$ cat src/rtl/lca_sched_pkg.sv
// lca_sched_pkg: shared definitions for the two-requester adder scheduler.
//   - op encodings (OP_ADD, OP_SUB, OP_ADDC, OP_RSVD)
//   - scheduler state enum
//   - is_two_pass(): whether an op needs a second pass through the adder
package lca_sched_pkg;

    localparam logic [1:0] OP_ADD  = 2'b00;
    localparam logic [1:0] OP_SUB  = 2'b01;
    localparam logic [1:0] OP_ADDC = 2'b10;
    localparam logic [1:0] OP_RSVD = 2'b11;

    typedef enum logic [1:0] {
        S_IDLE  = 2'd0,
        S_PASS1 = 2'd1,
        S_PASS2 = 2'd2,
        S_DONE  = 2'd3
    } state_t;

    // SUB adds the +1 of the two's complement in pass 2; ADDC adds cin there.
    // The reserved encoding behaves exactly like ADD.
    function automatic logic is_two_pass(input logic [1:0] op);
        case (op)
            OP_SUB:  return 1'b1;
            OP_ADDC: return 1'b1;
            OP_RSVD: return 1'b0;
            default: return 1'b0;
        endcase
    endfunction

endpackage

$ cat src/rtl/lca.sv
// LCA: N-bit lookahead carry adder, carry-in fixed at 0.
//   a, b  : operands (N bits, N a multiple of 4)
//   sum   : a + b mod 2^N
//   cout  : carry out of the top bit
// Built from 4-bit lookahead groups; group carries chain between groups.
module LCA #(
    parameter int N = 32
) (
    input  logic [N-1:0] a,
    input  logic [N-1:0] b,
    output logic [N-1:0] sum,
    output logic         cout
);

    localparam int G = N / 4;

    logic [N-1:0] p;
    logic [N-1:0] g;

    assign p = a ^ b;
    assign g = a & b;

    genvar gi;
    generate
        for (gi = 0; gi < G; gi++) begin : g_grp
            localparam int B = gi * 4;
            logic       ci;
            logic       co;
            logic [3:0] cb;

            if (gi == 0) begin : g_first
                assign ci = 1'b0;
            end else begin : g_next
                assign ci = g_grp[gi-1].co;
            end

            assign cb[0] = ci;
            assign cb[1] = g[B]   | (p[B] & ci);
            assign cb[2] = g[B+1] | (p[B+1] & g[B]) | (p[B+1] & p[B] & ci);
            assign cb[3] = g[B+2] | (p[B+2] & g[B+1]) | (p[B+2] & p[B+1] & g[B])
                         | (p[B+2] & p[B+1] & p[B] & ci);
            assign co    = g[B+3] | (p[B+3] & g[B+2]) | (p[B+3] & p[B+2] & g[B+1])
                         | (p[B+3] & p[B+2] & p[B+1] & g[B])
                         | (p[B+3] & p[B+2] & p[B+1] & p[B] & ci);

            assign sum[B+3:B] = p[B+3:B] ^ cb;
        end
    endgenerate

    assign cout = g_grp[G-1].co;

endmodule

$ cat src/rtl/lca_sched_rr_arb2.sv
// rr_arb2: 2-way round-robin arbiter.
//   clk, rst : clock, asynchronous active-high reset
//   valid    : request present per requester
//   accept   : the current grant was taken this cycle (moves the pointer)
//   grant    : one-hot grant, combinational from valid and the pointer
// The pointer remembers the last served requester (reset 1, so requester 0
// wins the first contested cycle) and only moves on an accepted grant.
module rr_arb2 (
    input  logic       clk,
    input  logic       rst,
    input  logic [1:0] valid,
    input  logic       accept,
    output logic [1:0] grant
);

    logic last_reg;

    always_comb begin
        grant = valid;
        if (valid == 2'b11) begin
            grant = last_reg ? 2'b01 : 2'b10;
        end
    end

    always_ff @(posedge clk or posedge rst) begin
        if (rst) begin
            last_reg <= 1'b1;
        end else if (accept) begin
            last_reg <= grant[1];
        end
    end

endmodule

$ cat src/rtl/lca_sched.sv
// lca_sched: schedules ADD / SUB / ADDC from two requesters through one
// shared lookahead carry adder.
//   clk, rst              : clock, asynchronous active-high reset
//   reqX_valid/ready      : request handshake (X = 0, 1)
//   reqX_op/a/b/cin       : op code, operands, carry-in (ADDC only)
//   rsp_valid/ready       : registered response handshake
//   rsp_id/sum/cout       : requester index, result, carry-out
//   busy                  : not in IDLE
// The adder only ever sees registered operands, so there is no combinational
// path from request ports to response outputs.
module lca_sched
    import lca_sched_pkg::*;
#(
    parameter int N = 32
) (
    input  logic         clk,
    input  logic         rst,
    input  logic         req0_valid,
    output logic         req0_ready,
    input  logic [1:0]   req0_op,
    input  logic [N-1:0] req0_a,
    input  logic [N-1:0] req0_b,
    input  logic         req0_cin,
    input  logic         req1_valid,
    output logic         req1_ready,
    input  logic [1:0]   req1_op,
    input  logic [N-1:0] req1_a,
    input  logic [N-1:0] req1_b,
    input  logic         req1_cin,
    output logic         rsp_valid,
    input  logic         rsp_ready,
    output logic         rsp_id,
    output logic [N-1:0] rsp_sum,
    output logic         rsp_cout,
    output logic         busy
);

    state_t       state_reg;
    logic [1:0]   op_reg;
    logic [N-1:0] a_reg;
    logic [N-1:0] b_reg;
    logic         cin_reg;
    logic         id_reg;
    logic [N-1:0] t_reg;
    logic         c1_reg;
    logic         rsp_valid_reg;
    logic         rsp_id_reg;
    logic [N-1:0] rsp_sum_reg;
    logic         rsp_cout_reg;
    logic         busy_reg;

    logic [1:0]   grant;
    logic [1:0]   ready;
    logic         accept;
    logic [N-1:0] add_a;
    logic [N-1:0] add_b;
    logic [N-1:0] add_sum;
    logic         add_cout;

    rr_arb2 u_arb (
        .clk    (clk),
        .rst    (rst),
        .valid  ({req1_valid, req0_valid}),
        .accept (accept),
        .grant  (grant)
    );

    // Grant only reaches the ready outputs in IDLE and never while reset is held.
    assign ready      = grant & {2{(state_reg == S_IDLE) && !rst}};
    assign accept     = |ready;
    assign req0_ready = ready[0];
    assign req1_ready = ready[1];

    // Pass 1: a + b (or a + ~b for SUB). Pass 2: t + 1 (SUB) or t + cin (ADDC).
    always_comb begin
        add_a = a_reg;
        add_b = b_reg;
        if (state_reg == S_PASS2) begin
            add_a = t_reg;
            add_b = {{(N-1){1'b0}}, (op_reg == OP_SUB) ? 1'b1 : cin_reg};
        end else if (op_reg == OP_SUB) begin
            add_b = ~b_reg;
        end
    end

    LCA #(.N(N)) u_lca (
        .a    (add_a),
        .b    (add_b),
        .sum  (add_sum),
        .cout (add_cout)
    );

    always_ff @(posedge clk or posedge rst) begin
        if (rst) begin
            state_reg     <= S_IDLE;
            op_reg        <= OP_ADD;
            a_reg         <= '0;
            b_reg         <= '0;
            cin_reg       <= 1'b0;
            id_reg        <= 1'b0;
            t_reg         <= '0;
            c1_reg        <= 1'b0;
            rsp_valid_reg <= 1'b0;
            rsp_id_reg    <= 1'b0;
            rsp_sum_reg   <= '0;
            rsp_cout_reg  <= 1'b0;
            busy_reg      <= 1'b0;
        end else begin
            case (state_reg)
                S_IDLE: begin
                    if (accept) begin
                        op_reg    <= ready[1] ? req1_op  : req0_op;
                        a_reg     <= ready[1] ? req1_a   : req0_a;
                        b_reg     <= ready[1] ? req1_b   : req0_b;
                        cin_reg   <= ready[1] ? req1_cin : req0_cin;
                        id_reg    <= ready[1];
                        state_reg <= S_PASS1;
                        busy_reg  <= 1'b1;
                    end
                end
                S_PASS1: begin
                    t_reg  <= add_sum;
                    c1_reg <= add_cout;
                    if (is_two_pass(op_reg)) begin
                        state_reg <= S_PASS2;
                    end else begin
                        state_reg     <= S_DONE;
                        rsp_valid_reg <= 1'b1;
                        rsp_id_reg    <= id_reg;
                        rsp_sum_reg   <= add_sum;
                        rsp_cout_reg  <= add_cout;
                    end
                end
                S_PASS2: begin
                    // At most one of the two pass carries can be set, so OR merges them.
                    t_reg         <= add_sum;
                    state_reg     <= S_DONE;
                    rsp_valid_reg <= 1'b1;
                    rsp_id_reg    <= id_reg;
                    rsp_sum_reg   <= add_sum;
                    rsp_cout_reg  <= c1_reg | add_cout;
                end
                S_DONE: begin
                    if (rsp_ready) begin
                        state_reg     <= S_IDLE;
                        rsp_valid_reg <= 1'b0;
                        busy_reg      <= 1'b0;
                    end
                end
                default: state_reg <= S_IDLE;
            endcase
        end
    end

    assign rsp_valid = rsp_valid_reg;
    assign rsp_id    = rsp_id_reg;
    assign rsp_sum   = rsp_sum_reg;
    assign rsp_cout  = rsp_cout_reg;
    assign busy      = busy_reg;

endmodule

$ cat config.mk
export PLATFORM = sky130hd
export DESIGN_NAME = lca_sched
export DESIGN_NICKNAME = d
export VERILOG_FILES = /design/src/rtl/lca_sched_pkg.sv /design/src/rtl/lca.sv /design/src/rtl/lca_sched_rr_arb2.sv /design/src/rtl/lca_sched.sv
export SDC_FILE = /design/constraint.sdc
export NUM_CORES = 1
export LEC_CHECK = 0
export ABC_AREA = 1
export CAP_MARGIN = 20
export CORE_ASPECT_RATIO = 0.9
export CORE_MARGIN = 1
export CORE_UTILIZATION = 30
export CTS_CLUSTER_DIAMETER = 150
export DETAILED_ROUTE_END_ITERATION = 12
export SLEW_MARGIN = 20
export SYNTH_ARGS = -nofsm -noshare
export SYNTH_HDL_FRONTEND = slang
export SYNTH_SLANG_ARGS = --single-unit
export TNS_END_PERCENT = 100
$ cat constraint.sdc
create_clock -name clk -period 5.8 [get_ports clk]
set_input_delay 1.74 -clock clk [delete_from_list [all_inputs] [get_ports clk]]
set_output_delay 1.74 -clock clk [all_outputs]
set_load 0.05 [all_outputs]
After elaboration in Yosys (flattened, before gate mapping):

Cells that the tools add are included.

* flip-flop bits (word level): 140
* bits in latches: 0
* bits in writable memories: 0
* bits in read-only memories: 0
* input bits: 139
* output and inout bits: 38
* word-level logic and storage cells: 274
* memories kept: 0

* add/sub/neg operators: 0
* $mul: 0
* div/mod/pow operators: 0
* order comparisons: 0
* equality and inequality tests: 9
* shifts and indexed selects: 0
* mux-type cells: 27
* bitwise logic cells: 210
* reduce and logical (&&, ||, !) cells: 14

Operator list (number)
* two-way mux 32 bit: 6
* bitwise AND 1 bit: 121
* bitwise OR 1 bit: 77
* case mux 32 bit (2 select lines): 1
* bitwise AND 32 bit: 1
* inverter 32 bit: 1
* bitwise XOR 32 bit: 1
* bitwise XOR 4 bit: 8
* two-way mux 1 bit: 10
* two-way mux 2 bit: 5
* equality test 2 bit, second input constant: 4
* case mux 2 bit (4 select lines): 1
* != test 2 bit, second input constant: 3
* case mux 1 bit (2 select lines): 3
* AND reduction 2 bit: 3
* AND reduction 3 bit: 2
* OR reduction 2 bit: 3
* equality test 2 x 1 -> 1 bit, second input constant: 2
* nonzero test 2 bit: 2
* case mux 1 bit (3 select lines): 1
* nonzero test 3 bit: 1
* bitwise AND 2 bit: 1
* zero test 2 bit: 1
* logical AND 1 bit: 1
* zero test 1 bit: 1

Logic depth before layout (Yosys ltp):

Gate-level depths: netlist (run 1).

* word-level depth: 25
* depth in mapped cells: 29
* depth with buffers taken out: 27

Modules after synthesis:

From an unflattened synthesis (run 1), not the netlist that was laid out.

* cell total of the unflattened synthesis: 1091
* area, all modules: 8546.9 µm²

Modules (own cells, without submodules)
* lca_sched: times used 1, cells an instance 905, area each 7128.1 µm², seq. area each 3478.3 µm²
* LCA: times used 1, cells an instance 176, area each 1351.3 µm², seq. area each 0.0 µm²
* rr_arb2: times used 1, cells an instance 10, area each 67.6 µm², seq. area each 26.3 µm²

Least setup slack after synthesis (run 1):

OpenSTA, ideal clock, no wires.

* kind: input to output
* start point: in rst
* end point: out req0_ready
* arrival time: 2.851 ns
* data required time: 4.060 ns
* slack: 1.209 ns
* stages on the path: 2
* path buffers: 1
* cells stage by stage: nor4_2 > clkbuf_1

* word-level cells in the longest chain between the ends: 3

Ends and longest elaborated chain
* from (decl): RTL line lca_sched.sv:17 `input logic rst,`
* zero test 1 bit (no source line)
* logical AND 1 bit: RTL line lca_sched.sv:69 `assign ready = grant & {2{(state_reg == S_IDLE) && !rst}};`
* bitwise AND 2 bit: RTL line lca_sched.sv:69
* to (decl): RTL line lca_sched.sv:19 `output logic req0_ready,`

No other way between the ends.

Worst setup path after layout (run 1):

Same ends and word-level chain as after synthesis.

==> results of run 1 <==
cell usage in the layout (no fill, tap or decap), types with 5 or more instances in the layout:
master and count:
nand2_1 246, clkdlybuf4s50_1 174, dfrtp_1 139, nor2_1 112, o21ai_0 93, a21oi_1 86
inv_1 78, o22ai_1 36, xnor2_1 36, ha_1 36, nand3_1 27, clkbuf_16 17
xor2_1 12, nand2_4 11, fa_1 8, nor3_1 7, buf_4 7, nand2_2 5
cell type report:
type / count / area (um2)
inverters: 83 / 317
clock buffers: 19 / 443
fillers: 2687 / 15400
well taps: 348 / 435
flip-flops and latches: 140 / 3500
repair buffers: 185 / 1870
clock inverters: 13 / 166
multi-input cells: 734 / 3990
synth_stat cells:
library cell | number | area, um2
nand3_1 | 27 | 135
clkinv_1 | 3 | 11.3
a211oi_2 | 1 | 12.5
xnor2_1 | 36 | 315
o21ai_0 | 93 | 465
nand2_2 | 4 | 25.0
nand2_4 | 11 | 124
or2_0 | 1 | 6.26
o21bai_1 | 1 | 7.51
a311oi_1 | 1 | 8.76
dfstp_2 | 1 | 26.3
ha_1 | 38 | 475
a21oi_1 | 86 | 430
nand2_1 | 247 | 927
nand3b_1 | 1 | 7.51
inv_2 | 1 | 3.75
a31oi_1 | 2 | 12.5
fa_1 | 8 | 160
nand4_1 | 2 | 12.5
buf_2 | 3 | 15.0
nor2_1 | 112 | 420
clkbuf_1 | 47 | 176
o21ai_1 | 5 | 25.0
buf_1 | 4 | 15.0
xor2_1 | 12 | 105
inv_1 | 79 | 297
dfrtp_1 | 139 | 3480
nor4_2 | 1 | 12.5
o22ai_1 | 36 | 225
a32o_1 | 1 | 10.0
nor3_1 | 7 | 35.0
a21o_1 | 1 | 7.51
layer usage:
layer,GRT usage (%),up-vias,share of wire [%]
met4,3.38,0,0.48
met5,0,-,0
li1,-,3586,-
met1,25.8,3168,54
met2,24.8,161,41
met3,3.91,6,4.3
how the worst min path moves through the flow:
stage                            from          end  slack [ns]  depth (start not counted)
after floorplan              t_reg[0]     t_reg[0]        0.44                          2
after global placement      t_reg[12]    t_reg[12]        0.46                          2
after detailed placement    t_reg[12]    t_reg[12]        0.46                          2
after CTS                 rsp_sum[24]  rsp_sum[24]        0.48                          2
after global routing        t_reg[12]    t_reg[12]        0.50                          2
final                     rsp_sum[24]  rsp_sum[24]        0.47                          2
logic make-up after synthesis:
group	after synthesis	synth area share [%]
flops	140	43.9
fa+ha+maj	46	7.96
simple gates	413	21.3
xor+xnor	48	5.26
buf+inv	137	6.48
compound gates	227	15.1
worst max-delay path, delay by kind of cell:
family | cells | cell delay [ns]
buffers and inverters | 2 | 0.74
and+or+nand+nor | 1 | 0.51
stage by stage:
stage                     hold WS, ns  instances  util, %
after detailed placement        0.463       1490     38.7
after floorplan                 0.442       1011        -
after global routing            0.500       1522     41.0
after CTS                       0.478       1522     41.0
final                           0.470       1522     41.0
after global placement          0.455       1490     38.7
==> parameters.txt, run 1 <==
Parameter                              Value

Floorplan
  Core area    0.0261 mm2
  DIE WIDTH    174 um
  Die area    0.0273 mm2
  I/O pin total    177
  Effective utilization at floorplan    30.6%
  FP Rows    56
  Height of the die    157 um

Synth
  Syn Nets    1196
  Mean area per synthesized cell    7.90 um2
  Post-synthesis cell count    1011
  Fraction of the yosys area taken by sequential cells    43.9%
  Combined area of all synthesized cells    0.00799 mm2
  Warning count from the yosys run    0
  Number of flip-flops and latches in the synthesized netlist    140
  Cell variety after synth    32

Timing
  Period Utilization, post-route    81.7%
  Achievable clock frequency    211 MHz
  Final Worst Setup Slack    1.06 ns
  Maximum clock skew at final layout    0.0106 ns
  Actual transition at the worst max-transition pin    0.966 ns
  Final TNS setup    0 ns
  Worst rel slew slack    35.6%
  Number of failing hold endpoints at the final stage    0
  Number of pins exceeding their max-slew limit in the final report    0
  Tmin final    4.74 ns
  Final setup violating endpoints    0
  Setup repair after global routing missed its margin    no

Drt
  Avg Vias per Cell    4.55
  Remaining number of nets flagged by the antenna check after routing    0
  Router iterations before antenna repair    6
  Final routed wirelength across all metal layers    22200 um
  Via count    6921
  Mean routed wirelength per cell    14.6 um
  Post-route DRC violation count    0
  Iteration-0 DRC count of the detailed router    344

Critical path
  Element type at the critical path end    primary output
  Startpoint of the worst register-to-register path    op_reg[1]
  Worst stage delay on the critical path    0.54 ns
  Critical Path RT    4.06 ns
  RR Endpoint    t_reg[29]
  Number of cells on the worst reg-to-reg path    24
  Cells traversed along the worst timing path    clkdlybuf4s50_1 -> nor4_4 -> buf_12
  Critical-path cell with the highest stage delay    clkdlybuf4s50_1
  Slack of the worst reg-to-reg path    1.74 ns
  Category of the critical setup timing path    in2out
  Arrival time at the worst endpoint    3.00 ns
  Timing startpoint of the critical path    rst
  Kind of launch point of the worst setup path    input pin
  Critical path capture point    req0_ready
  CP max FO    3

Cells and area
  Net count of the finished layout    1346
  Number of diodes    0
  Relative area change from synthesis to final layout    34.3%
  Ratio of cells with drive above 1 in the final layout    5.71%
  Post-route standard cell area excluding fillers    0.0107 mm2

Placement
  HPWL reported at the end of detailed placement    15800 um
  Placed cell areas    0.0101 mm2
  Placer's final routability congestion estimate    0.795
  Worst slack at placement    0.928 ns
  Total of buffers placed on input and output ports    176

Clock network
  Clk sink count    140
  Clk buf depth    2
  Clk Latency, worst-skew pair    0.42 ns
  Post CTS Setup Buffer Count    0
  CTS Root Cell    clkbuf_16
  Clock transition at the registers of the reported paths    0.06 ns
  CTS tree    done
  H-tree depth reported by CTS    4
  Number of clock buffers inserted by TritonCTS    17
  Hold buffer count at cts    0
  Number of resized instances in the post-cts repair step    0

GRT
  First-pass GRT wire length    36500 um
  Overall Global Routing Usage    17.1%
  Initial antenna violation count    0
  Number of global-route vias before repair    6870
  Pin count of the biggest net entering global routing    83
  Overflow left after global routing    0

Hold path
  Hold crit path type    reg2reg

Run
  MaxCap Viol Count    0

Run status
  Outcome    completed
Power of run 1 is not shown: default switching activity piles up to over one toggle a cycle in this logic, so the estimate is an artifact.
==> run 2: changes to the inputs <==
Clock period 5.8 ns to 4.8 ns, I/O delays scaled along.
==> parameters.txt, run 2 (synthesized netlist as in run 1, its figures left out) <==
Parameter                              Value

Floorplan
  DIE WIDTH    174 um
  Height of the die    157 um
  I/O pin total    177
  Die area    0.0273 mm2
  Effective utilization at floorplan    30.6%
  Core area    0.0261 mm2
  FP Rows    56

GRT
  Initial antenna violation count    0
  Overflow left after global routing    0
  Number of global-route vias before repair    6738
  Pin count of the biggest net entering global routing    70
  Overall Global Routing Usage    17.0%
  First-pass GRT wire length    36200 um

Clock network
  Number of resized instances in the post-cts repair step    0
  Clk buf depth    2
  CTS tree    done
  Post CTS Setup Buffer Count    0
  Number of clock buffers inserted by TritonCTS    17
  Clk Latency, worst-skew pair    0.42 ns
  H-tree depth reported by CTS    4
  Clk sink count    140
  Clock transition at the registers of the reported paths    0.06 ns
  CTS Root Cell    clkbuf_16
  Hold buffer count at cts    0

Timing
  Final setup violating endpoints    0
  Final TNS setup    0 ns
  Number of failing hold endpoints at the final stage    0
  Period Utilization, post-route    83.6%
  Worst rel slew slack    36.0%
  Setup repair after global routing missed its margin    no
  Maximum clock skew at final layout    0.0122 ns
  Tmin final    4.01 ns
  Actual transition at the worst max-transition pin    0.960 ns
  Number of pins exceeding their max-slew limit in the final report    0
  Achievable clock frequency    249 MHz

Drt
  Post-route DRC violation count    0
  Iteration-0 DRC count of the detailed router    427
  Via count    7056
  Avg Vias per Cell    4.62
  Mean routed wirelength per cell    14.8 um
  Final routed wirelength across all metal layers    22600 um
  Router iterations before antenna repair    5
  Remaining number of nets flagged by the antenna check after routing    0

Critical path
  CP max FO    61
  Element type at the critical path end    flop
  Kind of launch point of the worst setup path    flop
  Category of the critical setup timing path    reg2reg
  Arrival time at the worst endpoint    4.36 ns
  Number of cells on the worst reg-to-reg path    19
  Critical Path RT    5.15 ns

Cells and area
  Net count of the finished layout    1352
  Multi-input gate area    0.00399 mm2
  Register Area    0.00350 mm2
  Most common library cell in the layout ignoring fill and taps    nand2_1
  Number of diodes    0
  Relative area change from synthesis to final layout    34.4%
  Ratio of cells with drive above 1 in the final layout    5.94%
  Highest-count cells in the layout ignoring fill and taps    246 x nand2_1, 174 x clkdlybuf4s50_1, 139 x dfrtp_1
  Fill cell instance count of the final layout    2639

Run status
  Outcome    completed

Placement
  Total of buffers placed on input and output ports    176
  Placer's final routability congestion estimate    0.847
  HPWL reported at the end of detailed placement    16200 um

Hold path
  Hold Path Stages    2
  Hold crit path type    reg2reg

Run
  MaxCap Viol Count    0
[run 2: cell types whose count changed in the layout (fill, tap and decap cells not counted), sizes merged]
cell / previous run / this run
clkbuf: 19 / 24
inv: 83 / 80
buf: 11 / 17
clkinvlp: 3 / 2
bufinv: 3 / 2
clkinv: 7 / 6
[run 2: path summary, 6_finish.rpt]
check                             start      endpoint  slack (ns)
max in group asynchronous           rst     t_reg[19]        2.50
max                        state_reg[0]     t_reg[29]        0.79
min in group asynchronous           rst  state_reg[0]        1.57
min reg2reg                    t_reg[0]      t_reg[0]        0.47
min                            t_reg[0]      t_reg[0]        0.47
max reg2reg                state_reg[0]     t_reg[29]        0.79
[run 2: worst max-delay path: stages, from the launching register on]
cell	delay, ns
dfrtp_1	0.40
inv_1	0.15
ha_2	0.65
buf_12	0.32
o21ai_0	0.14
ha_1	0.34
a21oi_1	0.24
o21ai_0	0.10
a21oi_1	0.22
nand2_4	0.10
nand2_4	0.07
nand2_4	0.06
nand2_4	0.07
nand2_4	0.07
nand2_4	0.07
nand2_4	0.06
fa_1	0.44
xor2_1	0.24
nand2_1	0.07
nand2_1	0.09
[run 2: final cells by class]
| type | instances | area share (%) |
|---|---|---|
| multi-input combinational | 734 | 37.1 |
| sequential | 140 | 32.6 |
| timing repair buffer | 191 | 17.9 |
| clock buffer | 24 | 4.58 |
| tap | 348 | 4.05 |
| inverter | 83 | 2.94 |
| clock inverter | 7 | 0.815 |
[run 2: metrics by stage]
| stage | hold WS [ns] | cell area [um2] | std cells | worst slack [ns] | util (%) |
|---|---|---|---|---|---|
| after floorplan | 0.442 | 7990 | 1011 | 0.809 | - |
| after global placement | 0.453 | 10200 | 1496 | 0.703 | 38.9 |
| after detailed placement | 0.459 | 10200 | 1496 | 0.651 | 38.9 |
| after CTS | 0.474 | 10700 | 1527 | 0.780 | 41.1 |
| after global routing | 0.495 | 10700 | 1527 | 0.419 | 41.1 |
| final | 0.472 | 10700 | 1527 | 0.786 | 41.1 |
[run 2: layer usage]
| metal | wire, um | track usage (%) | up-vias |
|---|---|---|---|
| met1 | 12200 | 25.7 | 3262 |
| met2 | 9300 | 24.5 | 196 |
| met4 | 158 | 4.30 | 0 |
| met5 | 0 | 0 | - |
| li1 | - | - | 3587 |
| met3 | 894 | 3.16 | 11 |
Power of run 2 is left out for the same reason.
==> run 3: changes to the inputs <==
Clock period 4.8 ns to 4 ns, I/O delays scaled along.
==> parameters.txt, run 3 (synthesized netlist as in run 1, its figures left out) <==
Parameter                              Value

Clock network
  Number of clock buffers inserted by TritonCTS    17
  Clk buf depth    2
  Clk sink count    140
  Hold buffer count at cts    0
  Clk Latency, worst-skew pair    0.43 ns
  CTS tree    done
  CTS Root Cell    clkbuf_16
  H-tree depth reported by CTS    4
  Clock transition at the registers of the reported paths    0.06 ns

Floorplan
  Die area    0.0273 mm2
  Height of the die    157 um
  I/O pin total    177
  Core area    0.0261 mm2
  Effective utilization at floorplan    30.6%
  FP Rows    56
  DIE WIDTH    174 um

Timing
  Tmin final    3.66 ns
  Final Worst Setup Slack    0.337 ns
  Maximum clock skew at final layout    0.00941 ns
  Number of pins exceeding their max-slew limit in the final report    0
  Final TNS setup    0 ns
  Achievable clock frequency    273 MHz
  Period Utilization, post-route    91.6%
  Number of failing hold endpoints at the final stage    0
  Worst rel slew slack    43.2%
  Setup repair after global routing missed its margin    no
  Final setup violating endpoints    0
  Actual transition at the worst max-transition pin    0.851 ns

Critical path
  Arrival time at the worst endpoint    3.98 ns
  Critical-path cell with the highest stage delay    fa_1
  Cells traversed along the worst timing path    inv_1 -> ha_4 -> buf_4 -> o21ai_0 -> ha_1 -> a21oi_1 -> o21ai_0 -> a21oi_1 -> nand2_4 -> nand2_4 -> nand2_4 -> fa_1 -> xor2_1 -> nand2_1 -> nand2_1
  Critical path capture point    t_reg[29]
  Worst stage delay on the critical path    0.43 ns
  Startpoint of the worst register-to-register path    state_reg[0]
  Category of the critical setup timing path    reg2reg
  Slack of the worst reg-to-reg path    0.34 ns
  Logic depth of the worst path, buffers included    15
  Number of cells on the worst reg-to-reg path    15
  Buffering stage count on the worst path with inverters included    2
  Top delay family on crit path    adder cells
  Kind of launch point of the worst setup path    flop
  Critical Path RT    4.32 ns
  CP max FO    36
  Element type at the critical path end    flop
  Cell mode on critical path    nand2_4
  Timing startpoint of the critical path    state_reg[0]
  RR Endpoint    t_reg[29]

Placement
  Placed cell count    1498
  Total of buffers placed on input and output ports    176
  HPWL reported at the end of detailed placement    16400 um
  Placer's final routability congestion estimate    0.824
  Worst slack at placement    0.163 ns

Run
  MaxCap Viol Count    0

Cells and area
  Non-filler instance count after layout    1530
  Fill cell instance count of the final layout    2605
  Most common library cell in the layout ignoring fill and taps    nand2_1
  Net count of the finished layout    1354
  Number of diodes    0
  Util after Layout    41.5%
  Highest-count cells in the layout ignoring fill and taps    246 x nand2_1, 174 x clkdlybuf4s50_1, 139 x dfrtp_1
  Ratio of cells with drive above 1 in the final layout    6.35%
  Relative area change from synthesis to final layout    35.9%

Hold path
  Hold crit path type    reg2reg
  Hold Crit Start    t_reg[16]

Drt
  Router iterations before antenna repair    5
  Remaining number of nets flagged by the antenna check after routing    0
  Via count    7098
  Iteration-0 DRC count of the detailed router    351
  Final routed wirelength across all metal layers    22800 um
  Post-route DRC violation count    0
  Mean routed wirelength per cell    14.9 um
  Avg Vias per Cell    4.64

GRT
  Initial antenna violation count    0
  First-pass GRT wire length    36300 um
  Overall Global Routing Usage    17.2%
  Pin count of the biggest net entering global routing    69
  Overflow left after global routing    0
  Number of global-route vias before repair    6786

Run status
  Outcome    completed
[run 3: worst min path at each step]
stage / endpoint / slack, ns / cells after the start
global route: rsp_sum[5] / 0.50 / 2
CTS: t_reg[16] / 0.47 / 2
finish: t_reg[16] / 0.47 / 2
floorplan: t_reg[0] / 0.44 / 2
detailed placement: t_reg[16] / 0.46 / 2
global placement: t_reg[24] / 0.46 / 2
[run 3: repair_timing]
action,4_1_cts,5_1_grt
resized for setup,0,1
buffers inserted,0,0
endpoints found under the setup margin,0,6
[run 3: tightest hold or removal path: stages (launching register included)]
cell     delay (ns)
dfrtp_1        0.34
nand2_1        0.05
nand2_1        0.05
[run 3: routing by layer]
layer  GRT usage (%)  vias up  part of all wire (%)
met3            3.79       26                   6.0
met4            5.39        0                   1.4
met1            25.0     3263                    51
li1                -     3609                     -
met5               0        -                     0
met2            25.2      200                    42
[run 3: area by class of cell]
type / instances / area (um2) / share of cell area (%)
clock buffers: 21 / 470 / 4.33
repair buffers: 193 / 1950 / 17.9
clock inverters: 11 / 189 / 1.74
multi-input cells: 734 / 4000 / 36.8
well taps: 348 / 435 / 4.01
inverters: 83 / 315 / 2.90
flip-flops and latches: 140 / 3500 / 32.3
[run 3: stage by stage]
stage | hold WS (ns) | cell area [um2]
floorplan | 0.442 | 7990
global placement | 0.455 | 10200
detailed placement | 0.459 | 10200
CTS | 0.474 | 10800
global route | 0.498 | 10900
finish | 0.471 | 10900
Power of run 3 is left out for the same reason.
